`src/rtl/melody_sequencer.sv`:
```
// melody_sequencer
//   Steps through a writable song RAM, one note per entry, and drives the
//   musical-box tone generator with a half-period divisor and a tone enable.
//   Each note is held for (dur+1) beats, with the last GAP_CYCLES of every
//   note silent for articulation.
//
// Ports
//   clk        system clock (12 MHz), rising edge
//   rst_n      synchronous reset, active-low (song RAM is not cleared)
//   wr_en      song RAM write strobe
//   wr_addr    song RAM write address
//   wr_data    entry: [7:3] note code, [2:0] duration in beats minus 1
//   start      begin playback from entry 0 (ignored while busy)
//   stop       abort playback
//   loop_en    restart at entry 0 instead of finishing
//   tone_half  half-period divisor for the tone generator
//   tone_en    speaker enable for the tone generator
//   note_idx   index of the current entry
//   busy       high in every state except IDLE
//   done       one-cycle pulse when a non-looping song ends

module melody_sequencer #(
  parameter int CLK_HZ      = 12000000,
  parameter int BEAT_CYCLES = 1500000,
  parameter int GAP_CYCLES  = 120000,
  parameter int SONG_LEN    = 32
) (
  input  logic        clk,
  input  logic        rst_n,
  input  logic        wr_en,
  input  logic [4:0]  wr_addr,
  input  logic [7:0]  wr_data,
  input  logic        start,
  input  logic        stop,
  input  logic        loop_en,
  output logic [15:0] tone_half,
  output logic        tone_en,
  output logic [4:0]  note_idx,
  output logic        busy,
  output logic        done
);

  typedef enum logic [1:0] {S_IDLE, S_FETCH, S_NOTE, S_GAP} state_t;

  localparam logic [7:0]  END_MARK = 8'hFF;
  localparam logic [4:0]  LAST_IDX = 5'(SONG_LEN - 1);
  localparam logic [23:0] GAP_LOAD = 24'(GAP_CYCLES - 1);
  // The divisor table only holds for a 12 MHz clock; any other clock keeps
  // the speaker silent rather than playing out of tune.
  localparam bit          TABLE_OK = (CLK_HZ == 12000000);

  logic [7:0]  mem [SONG_LEN];
  logic [7:0]  rd_q;

  state_t      state_q, state_d;
  logic [23:0] cnt_q, cnt_d;
  logic [15:0] half_q, half_d;
  logic        en_q, en_d;
  logic [4:0]  idx_q, idx_d;
  logic        busy_q;
  logic        done_q, done_d;
  logic        end_act;

  // round(6e6 / f) for C4..B5, equal-tempered with A4 = 440 Hz
  function automatic logic [15:0] half_lut(input logic [4:0] code);
    case (code)
      5'd1:  half_lut = 16'd22934;  5'd2:  half_lut = 16'd21646;
      5'd3:  half_lut = 16'd20431;  5'd4:  half_lut = 16'd19285;
      5'd5:  half_lut = 16'd18202;  5'd6:  half_lut = 16'd17181;
      5'd7:  half_lut = 16'd16216;  5'd8:  half_lut = 16'd15306;
      5'd9:  half_lut = 16'd14447;  5'd10: half_lut = 16'd13636;
      5'd11: half_lut = 16'd12871;  5'd12: half_lut = 16'd12149;
      5'd13: half_lut = 16'd11467;  5'd14: half_lut = 16'd10823;
      5'd15: half_lut = 16'd10216;  5'd16: half_lut = 16'd9642;
      5'd17: half_lut = 16'd9101;   5'd18: half_lut = 16'd8590;
      5'd19: half_lut = 16'd8108;   5'd20: half_lut = 16'd7653;
      5'd21: half_lut = 16'd7224;   5'd22: half_lut = 16'd6818;
      5'd23: half_lut = 16'd6436;   5'd24: half_lut = 16'd6074;
      default: half_lut = 16'd0;
    endcase
  endfunction

  // NOTE occupies the whole note minus the FETCH cycle and the gap; the
  // counter runs down to zero, so it is loaded with that length minus one.
  function automatic logic [23:0] note_load(input logic [2:0] dur);
    int unsigned cyc;
    cyc = (32'(dur) + 32'd1) * 32'(BEAT_CYCLES) - 32'(GAP_CYCLES) - 32'd2;
    return cyc[23:0];
  endfunction

  // Song RAM: the read address is the index being entered, so the entry is
  // already in rd_q during FETCH; a write landing at the end of FETCH is
  // not seen until the next fetch of that address.
  always_ff @(posedge clk) begin
    if (wr_en) mem[wr_addr] <= wr_data;
    rd_q <= mem[idx_d];
  end

  always_comb begin
    state_d = state_q;
    cnt_d   = (cnt_q != 24'd0) ? cnt_q - 24'd1 : cnt_q;
    half_d  = half_q;
    en_d    = en_q;
    idx_d   = idx_q;
    done_d  = 1'b0;
    end_act = 1'b0;

    unique case (state_q)
      S_IDLE: begin
        if (start && !stop) begin
          state_d = S_FETCH;
          idx_d   = 5'd0;
        end
      end
      S_FETCH: begin
        if (rd_q == END_MARK) begin
          end_act = 1'b1;
        end else begin
          state_d = S_NOTE;
          half_d  = half_lut(rd_q[7:3]);
          en_d    = TABLE_OK && (rd_q[7:3] >= 5'd1) && (rd_q[7:3] <= 5'd24);
          cnt_d   = note_load(rd_q[2:0]);
        end
      end
      S_NOTE: begin
        if (cnt_q == 24'd0) begin
          state_d = S_GAP;
          en_d    = 1'b0;
          cnt_d   = GAP_LOAD;
        end
      end
      S_GAP: begin
        if (cnt_q == 24'd0) begin
          if (idx_q == LAST_IDX) begin
            end_act = 1'b1;
          end else begin
            state_d = S_FETCH;
            idx_d   = idx_q + 5'd1;
          end
        end
      end
      default: state_d = S_IDLE;
    endcase

    if (end_act) begin
      if (loop_en) begin
        state_d = S_FETCH;
        idx_d   = 5'd0;
      end else begin
        state_d = S_IDLE;
        done_d  = 1'b1;
      end
    end

    // stop overrides every other transition
    if (stop && (state_q != S_IDLE)) begin
      state_d = S_IDLE;
      en_d    = 1'b0;
      half_d  = 16'd0;
      idx_d   = 5'd0;
      done_d  = 1'b0;
    end
  end

  always_ff @(posedge clk) begin
    if (!rst_n) begin
      state_q <= S_IDLE;
      cnt_q   <= 24'd0;
      half_q  <= 16'd0;
      en_q    <= 1'b0;
      idx_q   <= 5'd0;
      busy_q  <= 1'b0;
      done_q  <= 1'b0;
    end else begin
      state_q <= state_d;
      cnt_q   <= cnt_d;
      half_q  <= half_d;
      en_q    <= en_d;
      idx_q   <= idx_d;
      busy_q  <= (state_d != S_IDLE);
      done_q  <= done_d;
    end
  end

  assign tone_half = half_q;
  assign tone_en   = en_q;
  assign note_idx  = idx_q;
  assign busy      = busy_q;
  assign done      = done_q;

endmodule

```
`config.mk`:
```
export PLATFORM = sky130hd
export DESIGN_NAME = melody_sequencer
export DESIGN_NICKNAME = d
export VERILOG_FILES = /design/src/rtl/melody_sequencer.sv
export SDC_FILE = /design/constraint.sdc
export NUM_CORES = 1
export LEC_CHECK = 0
export ABC_AREA = 0
export CORE_MARGIN = 2
export CORE_UTILIZATION = 48
export DETAILED_ROUTE_END_ITERATION = 10
export PLACE_DENSITY_LB_ADDON = 0.05
export REMOVE_ABC_BUFFERS = 1
export SKIP_LAST_GASP = 1
export SLEW_MARGIN = 20
export SYNTH_ARGS = -nofsm -noshare
export SYNTH_HDL_FRONTEND = slang
export SYNTH_SLANG_ARGS = --single-unit
```
`constraint.sdc`:
```
create_clock -name clk -period 5.01 [get_ports clk]
set_input_delay 0.501 -clock clk [delete_from_list [all_inputs] [get_ports clk]]
set_output_delay 0.501 -clock clk [all_outputs]
set_load 0.05 [all_outputs]
```
==> results of run 1 <==
## area by class of cell
cell class	instances	share of cell area, %
well taps	396	2.90
clock inverters	17	1.03
repair buffers	72	3.74
flip-flops and latches	313	51.7
clock buffers	49	5.83
inverters	32	0.704
multi-input cells	928	34.1
## power groups by stage
stage | Sequential [mW] | Clock [mW] | Combinational (mW)
after detailed placement | 3.01 | 0 | 0.893
after global placement | 3.01 | 0 | 0.886
final | 2.96 | 2.58 | 0.899
after floorplan | 3.02 | 0 | 0.639
after global routing | 2.97 | 2.72 | 0.993
after CTS | 2.96 | 2.62 | 0.898
## tightest hold or removal path, cell delays in order (launching register included)
cell and delay (ns):
dfxtp_1 0.31, nand2_1 0.05, a21oi_1 0.05
## cell families after synthesis
logic type,after synthesis
and+or+nand+nor,518
adders and majority gates,48
buffers and inverters,98
AOI/OAI and AO/OA,275
DFF,313
muxes,32
xor gates and xnor gates,54
other,1
## flip-flops by register name, summed over array words and instances (netlist names)
| register | cells |
|---|---|
| cnt_q | 24 |
| tone_half | 15 |
| rd_q | 8 |
| state_q | 2 |
| busy | 1 |
| note_idx | 5 |
| mem | 256 |
| done | 1 |
| tone_en | 1 |
## per-layer routing
layer	track usage [%]	vias up	routed length [um]
met3	2.92	74	2190
met5	0	-	0
met4	6.86	0	1070
met2	40.7	346	19100
met1	34.3	5251	17900
li1	-	5077	-
## layout by cell type (no fill, tap or decap), drive strengths merged, types with 6 or more instances in the layout
cell type,n
nor3b,6
inv,31
mux2i,24
a31oi,20
a311oi,7
dfxtp,57
nor3,26
nand2b,14
nand2,201
nand3b,10
and3,13
o2111ai,10
xor2,25
a21boi,11
a2bb2oi,7
xnor2,28
nand3,63
buf,32
o21ai,35
o21a,10
clkinv,16
clkdlybuf4s50,40
a211oi,24
a21o,6
clkbuf,49
o211ai,8
a21oi,67
a211o,9
nand4,19
nor2,113
a22oi,6
edfxtp,256
and2,8
o22ai,10
nor4,13
ha,46
mux2,7
or3,7
## per-stage QoR
stage,setup WS (ns),total power [mW],hold slack [ns],instances
global route,0.0720,6.69,0.476,1807
floorplan,0.738,3.66,0.479,1273
CTS,0.440,6.48,0.456,1807
finish,0.422,6.44,0.460,1807
global placement,0.587,3.90,0.441,1741
detailed placement,0.469,3.91,0.449,1741
## worst min path at each step
stage / start / end / slack (ns)
2_1_floorplan: mem[8][3] / rd_q[3] / 0.48
3_3_place_gp: tone_half[14] / tone_half[14] / 0.44
3_5_place_dp: tone_half[14] / tone_half[14] / 0.45
4_1_cts: tone_half[14] / tone_half[14] / 0.46
5_1_grt: tone_half[11] / tone_half[11] / 0.48
6_report: tone_half[11] / tone_half[11] / 0.46
==> impl_results.md, run 1 <==
* Status: completed
* Setup TNS Final at 0 ns
* Top_reg_cell synth: edfxtp_1
* Most common cell on crit path: ha_1
* Placement-stage cell area at 0.0159 mm^2
* Post-route ant nets at 0
* Multiplexer area fraction after synthesis at 2.27%
* EDFF count, synth at 256
* Maximum vdd drop at 269 uV
* Critical path peak fanout at 7
* Worst min path class: register to register
* Share of cells above drive strength 1 at 7.58%
* Pleak at 5.93 nW
* Worst reg2reg path depth at 15
* CP Depth at 15
* Buf/Inv on CP at 2
* Setup Skew at 0.0333 ns
* Die X at 181 um
* Adder-cell area share of the yosys netlist at 4.09%
* Tcrit/Tclk final at 91.6%
* Ant diodes at 0
* Main combinational cell family by area after synthesis: simple AND/OR/NAND/NOR gates
* Util after Layout at 55.5%
* RSZ-0062 raised after global routing: false
* Mapped Area at 0.0151 mm^2
* Placement row count at 64
* Largest delay share family, worst path: adder cells
* Avg Vias per Cell at 5.95
* DR pass1 iterations at 5
* DRC viols at 0
* Top cell type by total area after synthesis: edfxtp_1
* Gr usage total at 24.6%
* Combinational power share at 14.0%
* CTS clk-pin slew, worst paths at 0.06 ns
* Hold Fails Final Rpt at 0
* Worst setup endpoint: cnt_q[23]
* Max-Cap Viols at 0
* Synthesized instance count at 1339
* Hold buffers post-CTS at 0
* Minimum clock period after layout at 4.59 ns
* Worst Setup SP: rd_q[1]
* Number of I/O pins at 43
* CP max-delay cell: ha_1
* Placer Congestion at 0.869
* Initial drt markers at 1044
* Sw Share at 26.0%
* HPWL after detailed placement at 26900 um
* Post-Route WL at 40200 um
* CP peak stage delay at 0.46 ns
* Most numerous cell in the Yosys netlist: edfxtp_1
* Critical Path RT at 5.44 ns
* CORE AREA at 0.0307 mm^2
* R2R Setup Slk at 0.42 ns
* Pin count of the biggest net entering global routing at 37
* CTS Buf Count at 36
* Slew headroom at 23.0%
* Via Count at 10700
* FF/Latch Area at 0.00883 mm^2
* Synth-to-Final Area Change at 13.3%
* Reg2reg end: cnt_q[23]
* Seq cells post-synth at 313
* Top cells by area, synth: edfxtp_1, dfxtp_1, nand2_1
* # resized after CTS at 0
* Worst setup EP type: register
* YS warnings at 0
* Final cell area excluding filler cells at 0.0171 mm^2
* Synth top area share at 51.0%
* Sequential share of the synthesized area at 58.6%
* Hold path depth at 2
* Gr ovfl total at 0
* Psw at 1.68 mW
* Synth Area in Compound Gates at 12.7%
* Vias in the first global route at 10400
* Multi-input gate area at 0.00582 mm^2
* CTS tree: built
* Clk buf depth at 3
* Starting Density at 49.0%
* Fin nets at 1450
* Startpoint Class: register
* XOR/XNOR Fraction of Synth Area at 3.23%
* R2R Path Start: rd_q[1]
* Clock Latency Late Sink at 0.54 ns
* Worst EP arrival at 5.02 ns
* Crit Path Category: register to register
* Setup violations, final at 0
* Initial antenna violation count at 0
* Fillers at 2692
* H-tree depth at 2
* P_int at 4.76 mW
* CTS sink count at 313
* Slew @ Worst Pin at 1.15 ns
* Fmax at 0.218 GHz
* Cell Pwr Density at 377 mW/mm^2
* Die Area at 0.0328 mm^2
* Post-Synth Simple-Gate Area at 16.3%
* Root buf cell: clkbuf_16
* Post-Syn Area per Cell at 11.3 um^2
* Fraction of registers with async set/reset at 0%
* Synth unique cells at 87
* Fin. max-slew vios at 0
* PortBufs at 41
* Clock share of power at 40.1%
* Top cells by count, synth: edfxtp_1, nand2_1, nor2_1, a21oi_1, nand3_1
* First-pass GRT wire length at 62300 um
* Die height at 181 um
* Sequential share of power at 46.0%
* Post-CTS setup buffer count at 0
* Critical-path cell list: inv_1 > ha_1 > ha_1 > ha_1 > inv_1 > fa_1 > nand2b_1 > a311o_1 > a211oi_1 > o21a_1 > or2_2 > nor4bb_1 > and4bb_2 > xnor3_1 > o22ai_1
* Routed len/inst at 22.3 um
No activity file was read; power rests on OpenSTA's default activity.
==> run 2, diff against run 1 <==
--- a/config.mk
+++ b/config.mk
@@ -9,7 +9,6 @@
 export CORE_MARGIN = 2
 export CORE_UTILIZATION = 48
 export DETAILED_ROUTE_END_ITERATION = 10
-export PLACE_DENSITY_LB_ADDON = 0.05
 export REMOVE_ABC_BUFFERS = 1
 export SKIP_LAST_GASP = 1
 export SLEW_MARGIN = 20
==> impl_results.md, run 2 (synthesized netlist as in run 1, its figures left out) <==
* Status: completed
* CTS tree: built
* Global routing met3 resource utilization at 3.35% (+0.42 points)
* Setup WS post-layout at 0.435 ns (+0.0130 ns)
* Number of I/O pins at 43 (unchanged)
* CTS sink count at 313 (unchanged)
* Max-Cap Viols at 0 (unchanged)
* Biggest register: mem
* Root buf cell: clkbuf_16
* CP peak stage delay at 0.44 ns (-0.02 ns)
* CTS clk-pin slew, worst paths at 0.06 ns (about the same)
* PortBufs at 41 (unchanged)
* Hold WS at 0.459 ns (-0.00132 ns)
* Via Count at 10700 (-0.72%)
* Minimum clock period after layout at 4.57 ns (-0.0130 ns)
* Fmax at 0.219 GHz (+0.28%)
* Routed len/inst at 21.7 um (-2.5%)
* Share of cells above drive strength 1 at 7.40% (-0.18 points)
* Critical Path RT at 5.45 ns (about the same)
* CTS Buf Count at 34 (-5.6%)
* Critical-path cell list: inv_1 > ha_1 > ha_1 > ha_1 > inv_1 > fa_1 > nand2b_1 > a311o_1 > a211oi_1 > o21a_1 > or2_2 > nor4bb_1 > and4bb_2 > xnor3_1 > o22ai_1
* Die height at 181 um (unchanged)
* RSZ-0062 raised after global routing: false
* Worst min path class: register to register
* Cell Pwr Density at 367 mW/mm^2 (-2.7%)
* Fin. max-slew vios at 0 (unchanged)
* Most common cell on crit path: ha_1
* Reg2reg end: cnt_q[23]
* Max reg flops at 256 (unchanged)
* Worst EP arrival at 5.02 ns (about the same)
* Gr ovfl total at 0 (unchanged)
* Post-route ant nets at 0 (unchanged)
* Hold endpoint: tone_half[12]
* Initial antenna violation count at 0 (unchanged)
* Hold buffers post-CTS at 0 (unchanged)
* Synth-to-Final Area Change at 12.4%
* CORE AREA at 0.0307 mm^2 (unchanged)
* Buf/Inv on CP at 2 (unchanged)
* Commonest non-fill, non-tap cells in the layout: edfxtp_1, nand2_1, nor2_1
* Startpoint Class: register
* Slew headroom at 41.5% (+19 points)
* Tcrit/Tclk final at 91.3% (-0.26 points)
* R2R Setup Slk at 0.44 ns (about the same)
* First-pass GRT wire length at 60300 um (-3.2%)
* Hold_sp: tone_half[12]
* Placement row count at 64 (unchanged)
* Ant diodes at 0 (unchanged)
* DRC viols at 0 (unchanged)
* GR peak layer: met2
* Post-Route WL at 39100 um (-2.9%)
* Setup violations, final at 0 (unchanged)
* Worst reg2reg path depth at 15 (unchanged)
* Critical path peak fanout at 7 (unchanged)
* Place WS at 0.419 ns (-0.0502 ns)
* Die X at 181 um (unchanged)
* Starting Density at 49.0% (unchanged)
* Clk buf depth at 3 (unchanged)
* Met1 usage at 33.6% (-0.67 points)
* Util after Layout at 55.1% (-0.44 points)
* Maximum vdd drop at 257 uV (-4.4%)
* Setup Skew at 0.0199 ns (-0.0134 ns)
* Crit Path Category: register to register
* Die Area at 0.0328 mm^2 (unchanged)
* Avg Vias per Cell at 5.93 (-0.39%)
* Post-CTS setup buffer count at 0 (unchanged)
* Met2 usage at 38.2% (-2.5 points)
* Vias in the first global route at 10200 (-1.3%)
* Largest delay share family, worst path: adder cells
* Pleak at 5.86 nW (-1.3%)
* DR pass1 iterations at 5 (unchanged)
* Total power at 6.21 mW (-3.5%)
* Fin nets at 1446 (-0.28%)
* HPWL after detailed placement at 26000 um (-3.3%)
* H-tree depth at 2 (unchanged)
* Clock Latency Late Sink at 0.53 ns (about the same)
* CP max-delay cell: fa_1
* Worst setup EP type: register
* Hold Fails Final Rpt at 0 (unchanged)
* Pin count of the biggest net entering global routing at 37 (unchanged)
* Commonest non-fill, non-tap cell in the layout: edfxtp_1
* Initial drt markers at 1035 (-0.86%)
* Fillers at 2642 (-1.9%)
* Hold path depth at 2 (unchanged)
* Slew @ Worst Pin at 0.874 ns (-0.281 ns)
* Setup TNS Final at 0 ns (unchanged)
* Placer Congestion at 0.891 (+2.5%)
* R2R Path Start: rd_q[1]
* Gr usage total at 23.7% (-0.87 points)
* # resized after CTS at 0 (unchanged)
-- run 2: cell types whose count changed in the layout (fill, tap and decap cells not counted), sizes merged --
cell / before / now
clkinvlp: 0 / 3
buf: 32 / 30
clkbuf: 49 / 42
inv: 31 / 32
bufinv: 2 / 1
-- run 2: layer usage --
metal  share of wire [%]  wire length, um  up-vias
li1                    -                -     5069
met1                  45            17700     5188
met5                   0                0        -
met4                 2.4              925        0
met3                 6.3             2450       54
met2                  46            18000      360
-- run 2: how the worst max path moves through the flow --
stage	startpoint	slack, ns	cells after the start	endpoint
6_report	rd_q[1]	0.44	15	cnt_q[23]
5_1_grt	rd_q[1]	0.10	17	cnt_q[23]
4_1_cts	rd_q[1]	0.40	17	cnt_q[23]
3_5_place_dp	rd_q[1]	0.42	17	cnt_q[23]
3_3_place_gp	rd_q[1]	0.60	16	cnt_q[23]
2_1_floorplan	rd_q[0]	0.74	15	cnt_q[23]
-- run 2: tightest hold or removal path: stages (launching register included) --
cell and delay (ns):
dfxtp_1 0.31, nand2_1 0.05, a21oi_1 0.05
-- run 2: cell type report --
cell class                 count  area, um^2  share of cell area [%]
sequential                   313        8830                    52.1
multi-input combinational    928        5820                    34.4
clock buffer                  42         881                    5.20
timing repair buffer          70         623                    3.68
tap                          396         495                    2.93
clock inverter                20         170                    1.00
inverter                      32         120                   0.709
-- run 2: metrics by stage --
step | instances | area (um^2)
5_1_grt | 1801 | 16900
6_report | 1801 | 16900
3_5_place_dp | 1739 | 15900
4_1_cts | 1801 | 16900
2_1_floorplan | 1273 | 14800
3_3_place_gp | 1739 | 15900
-- run 2: report_power, final --
part | switching (mW) | internal (mW)
logic | 0.537 | 0.352
registers | 0.0643 | 2.89
clock network | 1.04 | 1.33
total | 1.64 | 4.57
